**src/rtl/axi_lite_data_master.sv**
```systemverilog
// Core-side AXI-lite data-port initiator: single outstanding load/store, sub-word
// stores done as read-modify-write because the RAM has no strobes or B channel.
module axi_lite_data_master #(
    parameter int DATA_WIDTH = 32,
    parameter bit WORD_ADDR  = 1'b1
) (
    input  logic                  clk,
    input  logic                  rst,
    input  logic                  req_valid,
    output logic                  req_ready,
    input  logic                  req_we,
    input  logic [1:0]            req_size,
    input  logic                  req_unsigned,
    input  logic [31:0]           req_addr,
    input  logic [31:0]           req_wdata,
    output logic                  rsp_valid,
    output logic                  rsp_err,
    output logic [31:0]           rsp_rdata,
    output logic [31:0]           ARADDR,
    output logic                  ARVALID,
    input  logic                  ARREADY,
    input  logic [DATA_WIDTH-1:0] RDATA,
    input  logic                  RVALID,
    output logic                  RREADY,
    output logic [31:0]           AWADDR,
    output logic                  AWVALID,
    input  logic                  AWREADY,
    output logic [DATA_WIDTH-1:0] WDATA,
    output logic                  WVALID,
    input  logic                  WREADY
);

    typedef enum logic [2:0] {
        IDLE,
        RD_ADDR,
        RD_DATA,
        MERGE,
        WR,
        RESP
    } state_e;

    state_e                  state_q, state_d;
    logic                    ready_q;
    logic                    isStore_q;
    logic [1:0]              size_q;
    logic                    zeroExt_q;
    logic                    err_q;
    logic [31:0]             addr_q;
    logic [DATA_WIDTH-1:0]   busWdata_q;
    logic [DATA_WIDTH-1:0]   readWord_q;
    logic                    awDone_q;
    logic                    wDone_q;

    logic                    reqErr;
    logic [DATA_WIDTH-1:0]   mergedWord;
    logic [31:0]             loadData;
    logic [7:0]              loadByte;
    logic [15:0]             loadHalf;

    assign reqErr = (req_size == 2'd3)
                  || ((req_size == 2'd1) && req_addr[0])
                  || ((req_size == 2'd2) && (req_addr[1:0] != 2'b00));

    // Next-state decode; AXI inputs only steer transitions, never outputs directly.
    always_comb begin
        state_d = state_q;
        case (state_q)
            IDLE: begin
                if (req_valid) begin
                    if (reqErr)
                        state_d = RESP;
                    else if (!req_we || (req_size != 2'd2))
                        state_d = RD_ADDR;
                    else
                        state_d = WR;
                end
            end
            RD_ADDR: if (ARREADY) state_d = RD_DATA;
            RD_DATA: if (RVALID) state_d = isStore_q ? MERGE : RESP;
            MERGE:   state_d = WR;
            WR:      if ((awDone_q || AWREADY) && (wDone_q || WREADY)) state_d = RESP;
            RESP:    state_d = IDLE;
            default: state_d = IDLE;
        endcase
    end

    always_comb begin
        mergedWord = readWord_q;
        if (size_q == 2'd0) begin
            case (addr_q[1:0])
                2'd0:    mergedWord[7:0]   = busWdata_q[7:0];
                2'd1:    mergedWord[15:8]  = busWdata_q[7:0];
                2'd2:    mergedWord[23:16] = busWdata_q[7:0];
                default: mergedWord[31:24] = busWdata_q[7:0];
            endcase
        end else begin
            if (addr_q[1])
                mergedWord[31:16] = busWdata_q[15:0];
            else
                mergedWord[15:0]  = busWdata_q[15:0];
        end
    end

    always_comb begin
        case (addr_q[1:0])
            2'd0:    loadByte = readWord_q[7:0];
            2'd1:    loadByte = readWord_q[15:8];
            2'd2:    loadByte = readWord_q[23:16];
            default: loadByte = readWord_q[31:24];
        endcase
        loadHalf = addr_q[1] ? readWord_q[31:16] : readWord_q[15:0];
        case (size_q)
            2'd0:    loadData = zeroExt_q ? {24'b0, loadByte} : {{24{loadByte[7]}}, loadByte};
            2'd1:    loadData = zeroExt_q ? {16'b0, loadHalf} : {{16{loadHalf[15]}}, loadHalf};
            default: loadData = readWord_q;
        endcase
    end

    // Request latch, read capture, merge and write-handshake tracking.
    always_ff @(posedge clk) begin
        if (!rst) begin
            state_q    <= IDLE;
            ready_q    <= 1'b0;
            isStore_q  <= 1'b0;
            size_q     <= 2'd0;
            zeroExt_q  <= 1'b0;
            err_q      <= 1'b0;
            addr_q     <= '0;
            busWdata_q <= '0;
            readWord_q <= '0;
            awDone_q   <= 1'b0;
            wDone_q    <= 1'b0;
        end else begin
            state_q <= state_d;
            ready_q <= (state_d == IDLE);
            case (state_q)
                IDLE: begin
                    if (req_valid) begin
                        isStore_q  <= req_we;
                        size_q     <= req_size;
                        zeroExt_q  <= req_unsigned;
                        err_q      <= reqErr;
                        addr_q     <= req_addr;
                        busWdata_q <= req_wdata;
                        awDone_q   <= 1'b0;
                        wDone_q    <= 1'b0;
                    end
                end
                RD_DATA: if (RVALID) readWord_q <= RDATA;
                MERGE:   busWdata_q <= mergedWord;
                WR: begin
                    if (AWREADY) awDone_q <= 1'b1;
                    if (WREADY)  wDone_q  <= 1'b1;
                end
                default: ;
            endcase
        end
    end

    assign req_ready = ready_q;
    assign ARVALID   = (state_q == RD_ADDR);
    assign RREADY    = (state_q == RD_DATA);
    assign AWVALID   = (state_q == WR) && !awDone_q;
    assign WVALID    = (state_q == WR) && !wDone_q;
    assign ARADDR    = WORD_ADDR ? {2'b00, addr_q[31:2]} : {addr_q[31:2], 2'b00};
    assign AWADDR    = ARADDR;
    assign WDATA     = busWdata_q;
    assign rsp_valid = (state_q == RESP);
    assign rsp_err   = (state_q == RESP) && err_q;
    assign rsp_rdata = ((state_q == RESP) && !isStore_q && !err_q) ? loadData : 32'd0;

endmodule

```
**config.mk**
```make
export PLATFORM = sky130hd
export DESIGN_NAME = axi_lite_data_master
export DESIGN_NICKNAME = d
export VERILOG_FILES = /design/src/rtl/axi_lite_data_master.sv
export SDC_FILE = /design/constraint.sdc
export NUM_CORES = 1
export LEC_CHECK = 0
export CAP_MARGIN = 20
export CORE_MARGIN = 1
export CORE_UTILIZATION = 39
export CTS_CLUSTER_DIAMETER = 100
export DETAILED_ROUTE_END_ITERATION = 10
export PLACE_DENSITY = 0.81
export SLEW_MARGIN = 5
export SYNTH_ARGS = -nofsm -noshare
export SYNTH_HDL_FRONTEND = slang
export SYNTH_SLANG_ARGS = --single-unit
```
**constraint.sdc**
```tcl
create_clock -name clk -period 2.2 [get_ports clk]
set_clock_uncertainty 0.15 [all_clocks]
set_input_delay 0.44 -clock clk [delete_from_list [all_inputs] [get_ports clk]]
set_output_delay 0.44 -clock clk [all_outputs]
set_load 0.005 [all_outputs]
```
==> results.py, run 1 <==
metrics = {
    "run_status": {
        "status": "complete, but fails checks",
        "violations": "setup timing",
    },
    "floorplan": {
        "rows": 44,
        "die_w_um": 125,
        "die_h_um": 125,
        "core_um2": 14600,
        "start_util_pct": 40.1,
        "dieArea_um2": 15500,
        "io_pins": 242,
    },
    "synthesis": {
        "ys_types": 49,
        "synth_area_leaders": "dfxtp_1 37%, nand2_1 12%, buf_4 8.8%",
        "syn_inst": 736,
        "synthArstFlopShare_pct": 0,
        "yosysTopAreaCell": "dfxtp_1",
        "yosys_most_used_dff": "dfxtp_1",
        "synth.cell_area_um2": 5860,
        "yosysSeqAreaShare_pct": 36.6,
        "synth_top_area_share_pct": 36.6,
        "ys_warn_count": 0,
        "avgSynthCellArea_um2": 7.96,
        "synth-edff-count": 0,
        "ys_ff_latch": 107,
        "yosysMostFrequentCell": "nand2_1",
        "synthTopCellsByCount": "180 x nand2_1, 107 x dfxtp_1, 103 x a21oi_1",
    },
    "timing": {
        "period_share_pct": 125,
        "fin_crit_ns": 2.75,
        "setup_viol": 32,
        "setup_tns_ns": -12.75,
        "postLayoutSetupSlackWorst_ns": -0.546,
        "timing.fmax_mhz": 364,
        "timing.final.hold_violations": 0,
        "worst_pin_slew_ns": 0.563,
        "finalMaxSlewViolations": 0,
        "max-slew-margin-rel_pct": 62.4,
        "rsz0062_at_grt": "true",
    },
    "setup_path": {
        "reg2reg_from": "size_q[1]",
        "r2r_slack_ns": 0.08,
        "critPathLaunchType": "flip-flop",
        "cp-startpoint": "state_q[1]",
        "ff2ff_path_depth": 8,
        "arrival_ns": 2.16,
        "crit_path_end": "rsp_rdata[21]",
        "path_class": "flip-flop to primary output",
        "r2r_end": "WDATA[30]",
        "crit_path_max_fanout": 4,
        "crit_path_end_kind": "primary output",
        "required_ns": 1.61,
    },
    "hold_path": {
        "hp-class": "flip-flop to flip-flop",
    },
    "job": {
        "cap_violations": 0,
    },
    "detailed_routing": {
        "ant_nets": 0,
        "vias_per_cell": 5.42,
        "drt_iter0_drc": 366,
        "route.detailed.wl_per_inst_um": 18.2,
        "route.met3.wl_mm": 1.47,
        "top_layer": "met4",
        "drt-total-wl_mm": 21.1,
        "drcViolationCount": 0,
        "firstDrtPassIters": 7,
        "drt-met1-wl_mm": 8.25,
        "dr_total_vias": 6294,
        "wl_met2_mm": 10.5,
    },
    "power_and_ir_drop": {
        "power.total_w": 0.00538,
        "ir_drop_mv": 0.433,
        "power_density_nw_per_um2": 589,
        "p_leak_nw": 3.61,
    },
    "clock_tree": {
        "cts_max_path_buffers": 2,
        "numCtsBuffers": 9,
        "htree_num_levels": 3,
        "cts_sinks": 107,
        "clk_pin_slew_ns": 0.07,
        "root_buffer": "clkbuf_16",
        "clk_latency_ns": 0.35,
        "cts_tree": "built",
    },
    "final_layout": {
        "final_util_pct": 62.6,
        "synthToLayoutAreaGrowth_pct": 56.0,
        "fin_cells": 1161,
        "n_antenna_cell": 0,
        "fillers": 1212,
        "drive_gt1_share_pct": 25.5,
        "nets": 1080,
        "postLayoutCellArea_um2": 9140,
    },
    "grt": {
        "grt_pass1_wl_mm": 32.0,
        "grt_max_degree": 42,
        "grt-ovfl-total": 0,
        "grt.total_usage_pct": 26.2,
        "grt_pass1_vias": 5903,
        "antenna_found_initial": 0,
    },
    "placed_design": {
        "port_buffers": 237,
        "placed_cells": 1119,
        "hpwl_mm": 14.9,
        "gp_congestion": 0.981,
        "place_area_um2": 8400,
    },
}
critical path, stage by stage (launching register included):
cell       delay [ns]
dfxtp_2          0.32
nand3b_1         0.18
or3_4            0.38
a2111oi_4        0.34
clkbuf_16        0.23
buf_6            0.10
buf_6            0.08
a21o_1           0.07
buf_2            0.10
through the flow:
step	worst slack [ns]	hold WS, ns
after global placement	-0.329	0.305
after global routing	-0.638	0.347
after detailed placement	-0.336	0.312
after floorplan	0.0140	0.300
final	-0.546	0.320
after CTS	-0.711	0.322
per-layer routing:
metal / track usage [%] / vias up
li1: - / 2963
met1: 31.0 / 2921
met2: 45.7 / 340
met3: 4.12 / 70
met4: 13.0 / 0
met5: 0 / -
cell type report:
cell class | count | area (um2) | share of cell area, %
multi-input combinational | 509 | 3230 | 35.4
timing repair buffer | 343 | 3210 | 35.1
sequential | 107 | 2150 | 23.5
tap | 184 | 230 | 2.52
clock buffer | 10 | 229 | 2.51
clock inverter | 5 | 78.8 | 0.863
inverter | 3 | 11.3 | 0.123
flip-flops by register name, summed over array words and instances (netlist names):
signal / flops
WDATA: 32
addr_q: 32
readWord_q: 32
state_q: 3
size_q: 2
awDone_q: 1
err_q: 1
isStore_q: 1
req_ready: 1
wDone_q: 1
zeroExt_q: 1
repair_timing:
| item | CTS | global route |
|---|---|---|
| gates resized for setup | 168 | 72 |
| setup buffers | 15 | 14 |
| hold buffers | 0 | 0 |
| setup endpoints to repair | 37 | 49 |
| pin swaps | 10 | 13 |
| cloned | 2 | 1 |
kinds of logic (layout without fill, tap and decap cells):
logic type,Yosys count,in the layout,synth area share (%)
AO/OA/AOI/OAI,214,214,22.7
buffers and inverters,123,361,12.8
flip-flops,107,107,36.6
multiplexers,32,32,7.52
other,1,4,0.0640
AND/OR/NAND/NOR,259,259,20.4
cell usage in the layout, fill, tap and decap left out, types with 11 or more instances in the layout:
master and count:
a21o_1 16, a21oi_1 93, a22oi_1 11, buf_2 31
buf_4 79, buf_6 15, clkbuf_16 11, clkdlybuf4s50_1 199
dfxtp_1 102, mux2_2 16, nand2_1 178, nor2_1 27
o21ai_0 17
where the power goes:
group	switching [W]	leakage (nW)	internal (W)
registers	0.000135	0.876	0.00208
clock network	0.000735	0.152	0.000991
logic	0.000622	2.59	0.000820
worst min path at each step:
stage | startpoint | cells after the start | endpoint
2_1_floorplan | addr_q[10] | 2 | addr_q[10]
3_3_place_gp | addr_q[6] | 2 | addr_q[6]
5_1_grt | addr_q[30] | 2 | addr_q[30]
3_5_place_dp | addr_q[8] | 2 | addr_q[8]
4_1_cts | addr_q[8] | 2 | addr_q[8]
6_report | addr_q[30] | 2 | addr_q[30]
No activity file was read; power rests on OpenSTA's default activity.
==> run 2: changes to the inputs <==
CORE_ASPECT_RATIO = 1.25   (was unset)
REMOVE_ABC_BUFFERS = 1   (was unset)
==> run 2 against run 1 <==
Against the previous run: largest cell class unchanged; via count up 2.0%; the run ends with DRC, setup timing left; global-route usage shrank 0.056 points; worst setup slack got worse by 0.093 ns; critical endpoint is now rsp_rdata[17]; critical path depth rose by 1.
==> results.py, run 2 (synthesized netlist as in run 1, its figures left out) <==
metrics = {
    "run_status": {
        "status": "complete, but fails checks",
        "violations": "DRC, setup timing",
    },
    "detailed_routing": {
        "dr_total_vias": 6422,
        "drt-total-wl_mm": 21.8,
        "ant_nets": 0,
        "firstDrtPassIters": 9,
        "vias_per_cell": 5.58,
        "route.detailed.wl_per_inst_um": 18.9,
        "drcViolationCount": 22,
        "drt_iter0_drc": 541,
    },
    "power_and_ir_drop": {
        "power_density_nw_per_um2": 596,
        "p_leak_nw": 3.59,
        "ir_drop_mv": 0.359,
    },
    "setup_path": {
        "cp_common_cell": "buf_6",
        "reg2reg_from": "size_q[1]",
        "crit_buf_inv": 5,
        "cp-startpoint": "state_q[1]",
        "cp_slowest_stage_delay_ns": 0.42,
        "required_ns": 1.61,
        "crit_path_max_fanout": 4,
        "path_class": "flip-flop to primary output",
        "path_delay_family": "simple AND/OR/NAND/NOR gates",
        "critPathLaunchType": "flip-flop",
        "crit_path_end_kind": "primary output",
        "arrival_ns": 2.25,
        "crit_chain": "nand3b_1 > or3_4 > a2111oi_4 > buf_4 > clkbuf_16 > buf_6 > buf_6 > a21o_1 > buf_2",
        "crit_slowest_cell": "or3_4",
    },
    "final_layout": {
        "synthToLayoutAreaGrowth_pct": 54.4,
        "nets": 1075,
        "drive_gt1_share_pct": 24.9,
        "n_antenna_cell": 0,
        "mostFrequentLayoutCells": "199 x clkdlybuf4s50_1, 178 x nand2_1, 101 x dfxtp_1",
        "final_common_cell": "clkdlybuf4s50_1",
    },
    "timing": {
        "finalMaxSlewViolations": 0,
        "max-slew-margin-rel_pct": 54.1,
        "setup_tns_ns": -14.40,
        "setup_viol": 35,
        "fin_crit_ns": 2.84,
        "worst_pin_slew_ns": 0.689,
        "rsz0062_at_grt": "true",
        "period_share_pct": 129,
        "timing.final.hold_violations": 0,
        "timing.fmax_mhz": 352,
        "postLayoutSetupSlackWorst_ns": -0.640,
    },
    "clock_tree": {
        "root_buffer": "clkbuf_16",
        "cts_max_path_buffers": 2,
        "cts_hold_buf": 0,
        "clk_latency_ns": 0.34,
        "cts_tree": "built",
        "cts_sinks": 107,
        "numCtsBuffers": 9,
        "htree_num_levels": 3,
        "clk_pin_slew_ns": 0.07,
    },
    "grt": {
        "grt_use_met2_pct": 45.7,
        "grt.busiest_layer": "met2",
        "use_met3_pct": 4.72,
        "antenna_found_initial": 0,
        "grt_max_degree": 56,
        "grt.total_usage_pct": 26.1,
        "gr-usage-met1_pct": 30.4,
        "grt_pass1_wl_mm": 32.1,
        "grt_pass1_vias": 6075,
        "grt-ovfl-total": 0,
    },
    "placed_design": {
        "port_buffers": 237,
        "hpwl_mm": 14.4,
        "gp_congestion": 0.927,
        "dp_slack_ns": -0.322,
    },
    "hold_path": {
        "hp-start": "addr_q[24]",
        "hp-class": "flip-flop to flip-flop",
    },
    "floorplan": {
        "dieArea_um2": 15500,
        "start_util_pct": 40.3,
        "die_w_um": 112,
        "die_h_um": 139,
        "core_um2": 14500,
        "io_pins": 242,
        "rows": 49,
    },
    "job": {
        "cap_violations": 0,
    },
}
[run 2: cell type report]
| class | count | area [um2] |
|---|---|---|
| fillers | 1205 | 5490 |
| multi-input cells | 509 | 3180 |
| repair buffers | 338 | 3180 |
| flip-flops and latches | 107 | 2150 |
| clock buffers | 11 | 233 |
| well taps | 178 | 223 |
| clock inverters | 5 | 62.6 |
| inverters | 3 | 11.3 |
[run 2: worst min-delay path, delay by kind of cell (launching register included)]
family | cells | cell delay (ns)
AOI/OAI and AO/OA | 1 | 0.05
and+or+nand+nor | 1 | 0.05
DFF | 1 | 0.32
[run 2: final timing paths]
path                                 endpoint  slack (ns)  depth (start not counted)
worst max register to register       WDATA[4]       -0.02                          8
worst max-delay path            rsp_rdata[17]       -0.64                          9
worst min register to register     addr_q[24]        0.32                          2
worst min-delay path               addr_q[24]        0.32                          2
[run 2: power by group]
group | leakage [nW] | total (W) | switching, W | internal, W
registers | 0.876 | 0.00220 | 0.000126 | 0.00208
logic | 2.57 | 0.00153 | 0.000669 | 0.000857
clock network | 0.136 | 0.00166 | 0.000763 | 0.000892
total | 3.59 | 0.00539 | 0.00156 | 0.00383
[run 2: stage by stage]
step | total power (W) | area [um2] | util [%] | hold slack (ns) | instances
after floorplan | 0.00274 | 5130 | - | 0.304 | 619
after global placement | 0.00358 | 8340 | 57.4 | 0.304 | 1104
after detailed placement | 0.00360 | 8340 | 57.4 | 0.311 | 1104
after CTS | 0.00529 | 8840 | 60.8 | 0.321 | 1138
after global routing | 0.00559 | 9040 | 62.2 | 0.347 | 1151
final | 0.00539 | 9040 | 62.2 | 0.319 | 1151
[run 2: timing repair]
action                     4_1_cts  5_1_grt
setup endpoints to repair       45       48
gates cloned                     1        1
pin swaps                       11       18
buffers inserted                17       14
gates resized for setup        171       51
[run 2: per-layer routing]
layer	up-vias	wire [um]
met5	-	0
met4	0	1160
met3	95	1670
met2	399	10600
met1	2976	8340
li1	2952	-
==> run 3: changes to the inputs <==
CAP_MARGIN = 10   (was 20)
==> results of run 3 <==
No change in the layout: final DEF, timing and power equal those of run 2.
